`config.mk`:
```
export PLATFORM = sky130hd
export DESIGN_NAME = mul_seq_nch
export DESIGN_NICKNAME = d
export VERILOG_FILES = /design/src/rtl/mul_seq_nch.sv
export SDC_FILE = /design/constraint.sdc
export NUM_CORES = 1
export LEC_CHECK = 0
export BUFFER_PORTS_ARGS = -buffer_cell sky130_fd_sc_hd__buf_2
export CELL_PAD_IN_SITES_DETAIL_PLACEMENT = 0
export CELL_PAD_IN_SITES_GLOBAL_PLACEMENT = 1
export CORE_MARGIN = 5
export CORE_UTILIZATION = 47
export CTS_BUF_LIST = sky130_fd_sc_hd__clkbuf_4 sky130_fd_sc_hd__clkbuf_8 sky130_fd_sc_hd__clkbuf_16
export DETAILED_ROUTE_END_ITERATION = 10
export HOLD_SLACK_MARGIN = 0.15
export PLACE_DENSITY = 0.79
export SYNTH_ARGS = -nofsm -noshare
export SYNTH_HDL_FRONTEND = slang
export SYNTH_SLANG_ARGS = --single-unit
```
`constraint.sdc`:
```
create_clock -name ctl_clk -period 7.6 [get_ports ctl_clk]
set_input_delay 1.14 -clock ctl_clk [delete_from_list [all_inputs] [get_ports ctl_clk]]
set_output_delay 1.14 -clock ctl_clk [all_outputs]
set_load 0.02 [all_outputs]
```
`src/rtl/mul_seq_nch.sv`:
```
// Multi-channel sequential multiplier: one radix-2 shift-add engine walks the
// channels in order, with signed handling, half-up fixed-point rounding and saturation.
module mul_seq_nch #(
  parameter int C_WIDTH     = 16,
  parameter int FIXED_POINT = 0,
  parameter int NUM_CH      = 4,
  parameter int SIGNED      = 1,
  parameter int SATURATE    = 1
) (
  input  logic                        ctl_clk,
  input  logic                        reset,
  input  logic                        trigger,
  input  logic [NUM_CH*C_WIDTH-1:0]   a,
  input  logic [NUM_CH*C_WIDTH-1:0]   b,
  output logic [NUM_CH*C_WIDTH-1:0]   y,
  output logic [NUM_CH-1:0]           ovf,
  output logic                        ready,
  output logic                        done
);
  localparam int CHW = (NUM_CH > 1) ? $clog2(NUM_CH) : 1;
  localparam int BW  = (C_WIDTH > 1) ? $clog2(C_WIDTH) : 1;
  localparam int PW  = 2*C_WIDTH + 2;
  localparam int RND_SH = (FIXED_POINT > 0) ? FIXED_POINT - 1 : 0;
  localparam logic signed [PW-1:0] MAXV = (SIGNED != 0) ? PW'({(C_WIDTH-1){1'b1}})
                                                        : PW'({C_WIDTH{1'b1}});
  localparam logic signed [PW-1:0] MINV = (SIGNED != 0) ? ~PW'({(C_WIDTH-1){1'b1}}) : '0;
  localparam logic signed [PW-1:0] RND  = (FIXED_POINT > 0) ? (PW'(1) << RND_SH) : '0;

  typedef enum logic [1:0] {IDLE, CALC, DONE} state_t;

  state_t                             r_state;
  logic [NUM_CH-1:0][C_WIDTH-1:0]     r_a, r_b, r_buf_y;
  logic [NUM_CH-1:0]                  r_buf_ovf;
  logic [CHW-1:0]                     r_ch;
  logic [BW-1:0]                      r_bit;
  logic [2*C_WIDTH-1:0]               r_p;

  logic [C_WIDTH-1:0]   w_opa, w_opb, w_mag_a, w_mag_b;
  logic                 w_sa, w_sb, w_neg;
  logic [2*C_WIDTH-1:0] w_p_cur, w_p_next;
  logic [C_WIDTH:0]     w_upper;
  logic [PW-1:0]        w_ext;
  logic signed [PW-1:0] w_full, w_rnd, w_shft;
  logic                 w_hi, w_lo, w_ovf_ch, w_last_bit, w_last_ch;
  logic [C_WIDTH-1:0]   w_y_ch;

  assign w_opa   = r_a[r_ch];
  assign w_opb   = r_b[r_ch];
  assign w_sa    = (SIGNED != 0) && w_opa[C_WIDTH-1];
  assign w_sb    = (SIGNED != 0) && w_opb[C_WIDTH-1];
  assign w_neg   = w_sa ^ w_sb;
  // Magnitudes stay C_WIDTH-bit unsigned so the most negative value is exact.
  assign w_mag_a = w_sa ? (~w_opa + C_WIDTH'(1)) : w_opa;
  assign w_mag_b = w_sb ? (~w_opb + C_WIDTH'(1)) : w_opb;

  // Classic product register: upper half accumulates, lower half shifts out multiplier bits.
  assign w_p_cur  = (r_bit == '0) ? {{C_WIDTH{1'b0}}, w_mag_b} : r_p;
  assign w_upper  = {1'b0, w_p_cur[2*C_WIDTH-1:C_WIDTH]}
                  + {1'b0, (w_p_cur[0] ? w_mag_a : {C_WIDTH{1'b0}})};
  assign w_p_next = {w_upper, w_p_cur[C_WIDTH-1:1]};

  assign w_ext  = {2'b00, w_p_next};
  assign w_full = w_neg ? $signed(~w_ext + PW'(1)) : $signed(w_ext);
  assign w_rnd  = w_full + RND;
  assign w_shft = w_rnd >>> FIXED_POINT;

  assign w_hi     = (w_shft > MAXV);
  assign w_lo     = (w_shft < MINV);
  assign w_ovf_ch = w_hi | w_lo;
  assign w_y_ch   = ((SATURATE != 0) && w_hi) ? MAXV[C_WIDTH-1:0] :
                    ((SATURATE != 0) && w_lo) ? MINV[C_WIDTH-1:0] : w_shft[C_WIDTH-1:0];

  assign w_last_bit = (r_bit == BW'(C_WIDTH-1));
  assign w_last_ch  = (r_ch == CHW'(NUM_CH-1));

  always_ff @(posedge ctl_clk or negedge reset) begin
    if (!reset) begin
      r_state   <= IDLE;
      r_a       <= '0;
      r_b       <= '0;
      r_buf_y   <= '0;
      r_buf_ovf <= '0;
      r_ch      <= '0;
      r_bit     <= '0;
      r_p       <= '0;
      y         <= '0;
      ovf       <= '0;
      ready     <= 1'b0;
      done      <= 1'b0;
    end else begin
      case (r_state)
        IDLE: begin
          done <= 1'b0;
          if (ready && trigger) begin
            r_a     <= a;
            r_b     <= b;
            r_ch    <= '0;
            r_bit   <= '0;
            ready   <= 1'b0;
            r_state <= CALC;
          end else begin
            ready <= 1'b1;
          end
        end
        CALC: begin
          r_p   <= w_p_next;
          r_bit <= r_bit + BW'(1);
          if (w_last_bit) begin
            r_bit           <= '0;
            r_buf_y[r_ch]   <= w_y_ch;
            r_buf_ovf[r_ch] <= w_ovf_ch;
            if (w_last_ch) r_state <= DONE;
            else           r_ch    <= r_ch + CHW'(1);
          end
        end
        DONE: begin
          y       <= r_buf_y;
          ovf     <= r_buf_ovf;
          done    <= 1'b1;
          ready   <= 1'b1;
          r_state <= IDLE;
        end
        default: r_state <= IDLE;
      endcase
    end
  end
endmodule

```
==> results.yml, run 1 <==
worst_setup_path:
  path_common_cell: "buf_4"
  cp-end-kind: "register"
  crit_path_max_incr_delay_ns: 0.70
  r2r_cells: 20
  timing.critical_path.cells: "buf_4 -> mux4_2 -> mux2i_1 -> buf_4 -> nor2_1 -> ha_1 -> fa_1 -> a21o_1 -> a221oi_1 -> xor2_1 -> a21boi_0 -> nand4_1 -> nor4_1 -> a41oi_1 -> xnor2_1 -> or3_1 -> or4_1 -> buf_4 -> o21ba_2 -> mux2_2"
  path_max_fanout: 40
  timing.critical_path.from_type: "register"
  type_of_the_worst_setup_path: "register to register"
  crit_slowest_cell: "dfrtp_2"
  required_time_reported_for_the_critical_path_endpoint_ns: 8.00
  arrival_ns: 7.21
synthesis:
  synthesis.yosys.warnings: 0
  ys.flop_type: "dfrtp_1"
  post-synth-top-area-fraction_pct: 48.2
  synth_async_sr_flop_share_pct: 100
  post-synth-top-area-cell: "dfrtp_1"
  synthDistinctLibCells: 74
  synth_sequential_area_ratio_pct: 48.2
  synth.ff_latch_count: 306
  synth.net_count: 1581
  synthCells: 1424
  mappedNetlistArea_um2: 15900
  number_of_flops_mapped_to_enable_cells_by_yosys: 0
  top_cells_by_area_in_the_synthesized_netlist: "dfrtp_1 48%, mux2_2 14%, mux4_2 4.4%, nand2_1 4.0%, xnor2_1 2.1%"
  syn-mean-instance-area_um2: 11.2
cts:
  cts_setup_buffers: 0
  cts-buffers-inserted: 35
  cts_tree: "done"
  cts-htree-levels: 2
  post_cts_hold_buffers: 0
  clockBufferDepth: 3
  clock-root-buffer: "clkbuf_16"
  postCtsResizedCells: 0
  clk_pin_slew_worst_paths_ns: 0.06
  clock-sinks: 306
  clock_insertion_delay_worst_skew_ns: 0.53
die:
  die_width_um: 194
  pin_count: 201
  chip_height_um: 194
  effective_utilization_at_floorplan_pct: 47.5
  row_count: 67
  core_um2: 33400
  die_area_um2: 37600
sta:
  unrepaired_setup_endpoints_after_global_routing: "no"
  min_period_over_period_pct: 89.7
  hold_viol_final: 0
  slew_viol_final: 0
  tightestPinTransition_ns: 0.994
  clock_skew_ns: 0.0171
  fmax_mhz: 147
  max-slew-margin-rel_pct: 33.7
  finalSetupViolCount: 0
  timing.setup.tns_ns: 0
  final_period_minus_worst_setup_slack_ns: 6.82
layout:
  drive_gt1_share_pct: 34.4
  area.growth.synth_to_final_pct: 16.7
  most_common_cell_after_layout_fill_and_taps_aside: "dfrtp_1"
  layout.nets: 1755
  top_library_cells_by_usage_in_the_layout_fill_and_taps_aside: "304 x dfrtp_1, 204 x mux2_2, 199 x buf_2"
route:
  vias: 11920
  wl_per_cell_um: 19.6
  routed_wirelength_um: 40600
  detail_route.iter0.violations: 609
  drtAntennaViolNets: 0
  drtPass1Iterations: 5
  drt_drc_violations_left: 0
  avgViaCountPerCell: 5.75
run_status:
  outcome: "complete, no violations"
placement:
  routabilityCongestion: 0.882
  detailed_place_hpwl_um: 29400
  placement.io_buffers: 200
global_routing:
  grt-ovfl-total: 0
  grt_pass1_vias: 12033
  global_route_usage_over_all_layers_pct: 21.2
  antenna_found_initial: 10
  grt_pass1_wl_um: 66400
  largest_net_degree_at_the_start_of_global_routing: 93
worst_hold_path:
  hold_path.class: "register to register"
  timing.hold.worst_path_depth: 2
flow_run:
  max-cap-violations: 0
-- critical path: cells and delay by family (launching register included) --
family,cells,cell delay [ns]
adders and majority gates,2,0.62
muxes,3,0.84
buffers and inverters,3,0.79
DFF,1,0.70
AOI/OAI and AO/OA,5,1.76
xor gates and xnor gates,2,0.57
and+or+nand+nor,5,1.38
-- flip-flops by register name (all words and copies together), names as in the netlist --
register	count
ovf	4
r_buf_y	64
r_p	32
y	64
r_bit	4
r_buf_ovf	4
r_state	2
r_b	64
r_a	64
done	1
ready	1
r_ch	2
-- final timing paths --
path                         start           end  slack, ns
min reg2reg                r_p[31]       r_p[31]       0.47
min                        r_p[31]       r_p[31]       0.47
max                        r_ch[1]  r_buf_ovf[0]       0.78
max in group asynchronous    reset       r_ch[1]       5.42
min in group asynchronous    reset         y[37]       0.62
max reg2reg                r_ch[1]  r_buf_ovf[0]       0.78
-- cells in the mapped netlist, drive strengths merged, types with 22 or more instances --
cell type  count
dfrtp        306
mux2         204
nand2        168
o21ai         84
clkbuf        69
nor2          58
a21oi         49
xnor2         38
nor3          33
o311ai        33
mux4          31
o31ai         27
ha            25
buf           22
-- routing by layer --
| layer | part of all wire (%) | track usage, % | up-vias |
|---|---|---|---|
| li1 | - | - | 5604 |
| met1 | 46 | 30.6 | 5863 |
| met2 | 45 | 33.0 | 356 |
| met3 | 6.6 | 4.87 | 79 |
| met4 | 2.2 | 5.18 | 18 |
| met5 | 0.24 | 0 | - |
-- stage by stage --
step / utilization [%] / instance area [um^2] / hold WS (ns) / setup slack, ns / cells
after floorplan: - / 15900 / 0.437 / 0.789 / 1424
after global placement: 51.8 / 17300 / 0.451 / 0.948 / 2009
after detailed placement: 51.8 / 17300 / 0.462 / 0.940 / 2009
after CTS: 55.4 / 18500 / 0.476 / 0.843 / 2070
after global routing: 55.4 / 18500 / 0.506 / 0.336 / 2071
final: 55.4 / 18500 / 0.475 / 0.784 / 2072
-- layout make-up --
class	instances	area, um^2
Fill cell	2916	14900
Multi-Input combinational cell	1007	7800
Sequential cell	306	7660
Timing Repair Buffer	228	1220
Clock buffer	46	996
Tap cell	448	561
Clock inverter	15	206
Inverter	20	75.1
Antenna cell	2	5.00
-- logic make-up after synthesis --
kind of cell / after synthesis / share of synthesized area (%)
xor+xnor: 52 / 2.87
compound gates: 278 / 11.8
fa+ha+maj: 26 / 2.10
mux: 247 / 19.6
simple gates: 404 / 12.6
flops: 306 / 48.2
buf+inv: 111 / 2.78
Power of run 1 is not shown: default switching activity piles up to over one toggle a cycle in this logic, so the estimate is an artifact.
==> run 2: changes to the inputs <==
==> constraint.sdc (replaced) <==
create_clock -name ctl_clk -period 7.6 [get_ports ctl_clk]
set_input_delay 0.38 -clock ctl_clk [delete_from_list [all_inputs] [get_ports ctl_clk]]
set_output_delay 0.38 -clock ctl_clk [all_outputs]
set_load 0.02 [all_outputs]
==> run 2 against run 1 <==
  * Die area is the same
  * Non-clock buffer count grew 129
  * Cell count grew 6.3%
  * First-iteration DRC count grew 14%
  * Final area grew 7.0%
  * Global-route usage grew 1.7 points
  * Clock skew is essentially flat
  * Critical path depth is the same
  * Via count grew 5.0%
  * Utilization grew 3.9 points
  * Clock-buffer cell count is the same
  * Wire length grew 8.1%
==> results.yml, run 2 (synthesis results as in run 1) <==
worst_setup_path:
  required_time_reported_for_the_critical_path_endpoint_ns: 8.00
  regToRegStartpoint: "r_ch[1]"
  type_of_the_worst_setup_path: "register to register"
  path_max_fanout: 40
  cp-end-kind: "register"
  arrival_ns: 7.27
  timing.critical_path.from_type: "register"
  critical_path.startpoint: "r_ch[1]"
worst_hold_path:
  hold_path.class: "primary input to asynchronous set/reset pin"
placement:
  routabilityCongestion: 0.882
  detailed_place_hpwl_um: 29400
  placement.io_buffers: 200
  placed_cells: 2009
cts:
  clock-sinks: 306
  clockBufferDepth: 3
  cts-buffers-inserted: 35
  clock-root-buffer: "clkbuf_16"
  postCtsResizedCells: 0
  cts-htree-levels: 2
  cts_tree: "done"
  clk_pin_slew_worst_paths_ns: 0.06
  clock_insertion_delay_worst_skew_ns: 0.53
layout:
  layout.nets: 1884
  drive_gt1_share_pct: 31.9
  top_library_cells_by_usage_in_the_layout_fill_and_taps_aside: "304 x dfrtp_1, 204 x mux2_2, 199 x buf_2"
  number_of_non_filler_instances_in_the_completed_layout: 2202
  area.growth.synth_to_final_pct: 24.8
  finalCoreUtilization_pct: 59.3
  most_common_cell_after_layout_fill_and_taps_aside: "dfrtp_1"
sta:
  clock_skew_ns: 0.0171
  min_period_over_period_pct: 90.4
  timing.setup.tns_ns: 0
  finalSetupViolCount: 0
  slew_viol_final: 0
  hold_viol_final: 0
  final_period_minus_worst_setup_slack_ns: 6.87
  tightestPinTransition_ns: 1.01
  max-slew-margin-rel_pct: 32.5
  fmax_mhz: 146
  unrepaired_setup_endpoints_after_global_routing: "no"
die:
  pin_count: 201
  chip_height_um: 194
  die_area_um2: 37600
  effective_utilization_at_floorplan_pct: 47.5
  row_count: 67
  die_width_um: 194
  core_um2: 33400
run_status:
  outcome: "complete, no violations"
pwr:
  leakagePower_nw: 8.78
  power_per_unit_of_standard_cell_area_nw_per_um2: 515
  worst_vdd_ir_mv: 0.246
route:
  wl_per_cell_um: 19.9
  drtAntennaViolNets: 0
  drt_drc_violations_left: 0
  routed_wirelength_um: 43800
  vias: 12511
  detail_route.iter0.violations: 694
  drtPass1Iterations: 5
  avgViaCountPerCell: 5.68
global_routing:
  antenna_found_initial: 4
  grt-ovfl-total: 0
  global_route_usage_over_all_layers_pct: 22.9
  grt_pass1_vias: 12759
  grt_pass1_wl_um: 71500
  largest_net_degree_at_the_start_of_global_routing: 93
flow_run:
  max-cap-violations: 0
==> run 2: power breakdown <==
| part | total (mW) | leakage, nW | internal [mW] | switching (mW) |
|---|---|---|---|---|
| combinational | 5.90 | 4.28 | 2.26 | 3.64 |
| sequential | 2.57 | 3.93 | 2.19 | 0.379 |
| clock | 1.73 | 0.579 | 1.04 | 0.691 |
==> run 2: worst paths after layout <==
kind | end | slack [ns] | cells after the start
worst max-delay path | r_buf_ovf[0] | 0.73 | 20
worst min-delay path | y[37] | 0.46 | 2
worst max register to register | r_buf_ovf[0] | 0.73 | 20
worst min register to register | r_p[19] | 0.47 | 2
max in group asynchronous | r_ch[1] | 5.57 | 3
min in group ctl_clk | r_p[19] | 0.47 | 2
==> run 2: cell type report <==
class / count / area, um^2
fill: 2719 / 13600
multi-input combinational: 1007 / 7800
sequential: 306 / 7660
timing repair buffer: 357 / 2510
clock buffer: 46 / 996
tap: 448 / 561
clock inverter: 15 / 206
inverter: 20 / 75.1
antenna: 3 / 7.51
==> run 2: what timing repair did <==
item / in CTS / in global routing
hold buffers: 129 / 0
hold endpoints to repair: 217 / 0
buffers inserted: 0 / 0
==> run 2: worst max-delay path, stage by stage, from the launching register on <==
cell	delay [ns]
dfrtp_2	0.68
buf_4	0.28
mux4_2	0.41
mux2i_1	0.17
buf_4	0.23
nor2_1	0.06
ha_1	0.22
fa_1	0.41
a21o_1	0.20
a221oi_1	0.58
xor2_1	0.35
a21boi_0	0.55
nand4_1	0.28
nor4_1	0.31
a41oi_1	0.19
xnor2_1	0.22
or3_1	0.35
or4_1	0.39
buf_4	0.28
o21ba_2	0.29
mux2_2	0.26
==> run 2: per-layer routing <==
layer  wire (um)  up-vias  GRT usage (%)
li1            -     5852              -
met1       19300     6185           31.8
met2       21100      402           38.0
met3        2440       70           3.89
met4         974        2           5.47
met5          13        -              0
==> run 2: through the flow <==
step	total power, mW	hold slack, ns	area, um^2	setup slack, ns
finish	10.2	0.458	19800	0.732
floorplan	6.74	0.0844	15900	0.789
global route	11.0	0.506	19800	0.335
global placement	8.23	0.443	17300	0.948
CTS	10.1	0.476	19800	0.843
detailed placement	8.34	0.440	17300	0.940
Note: power is estimated with default switching activity, not from simulation.
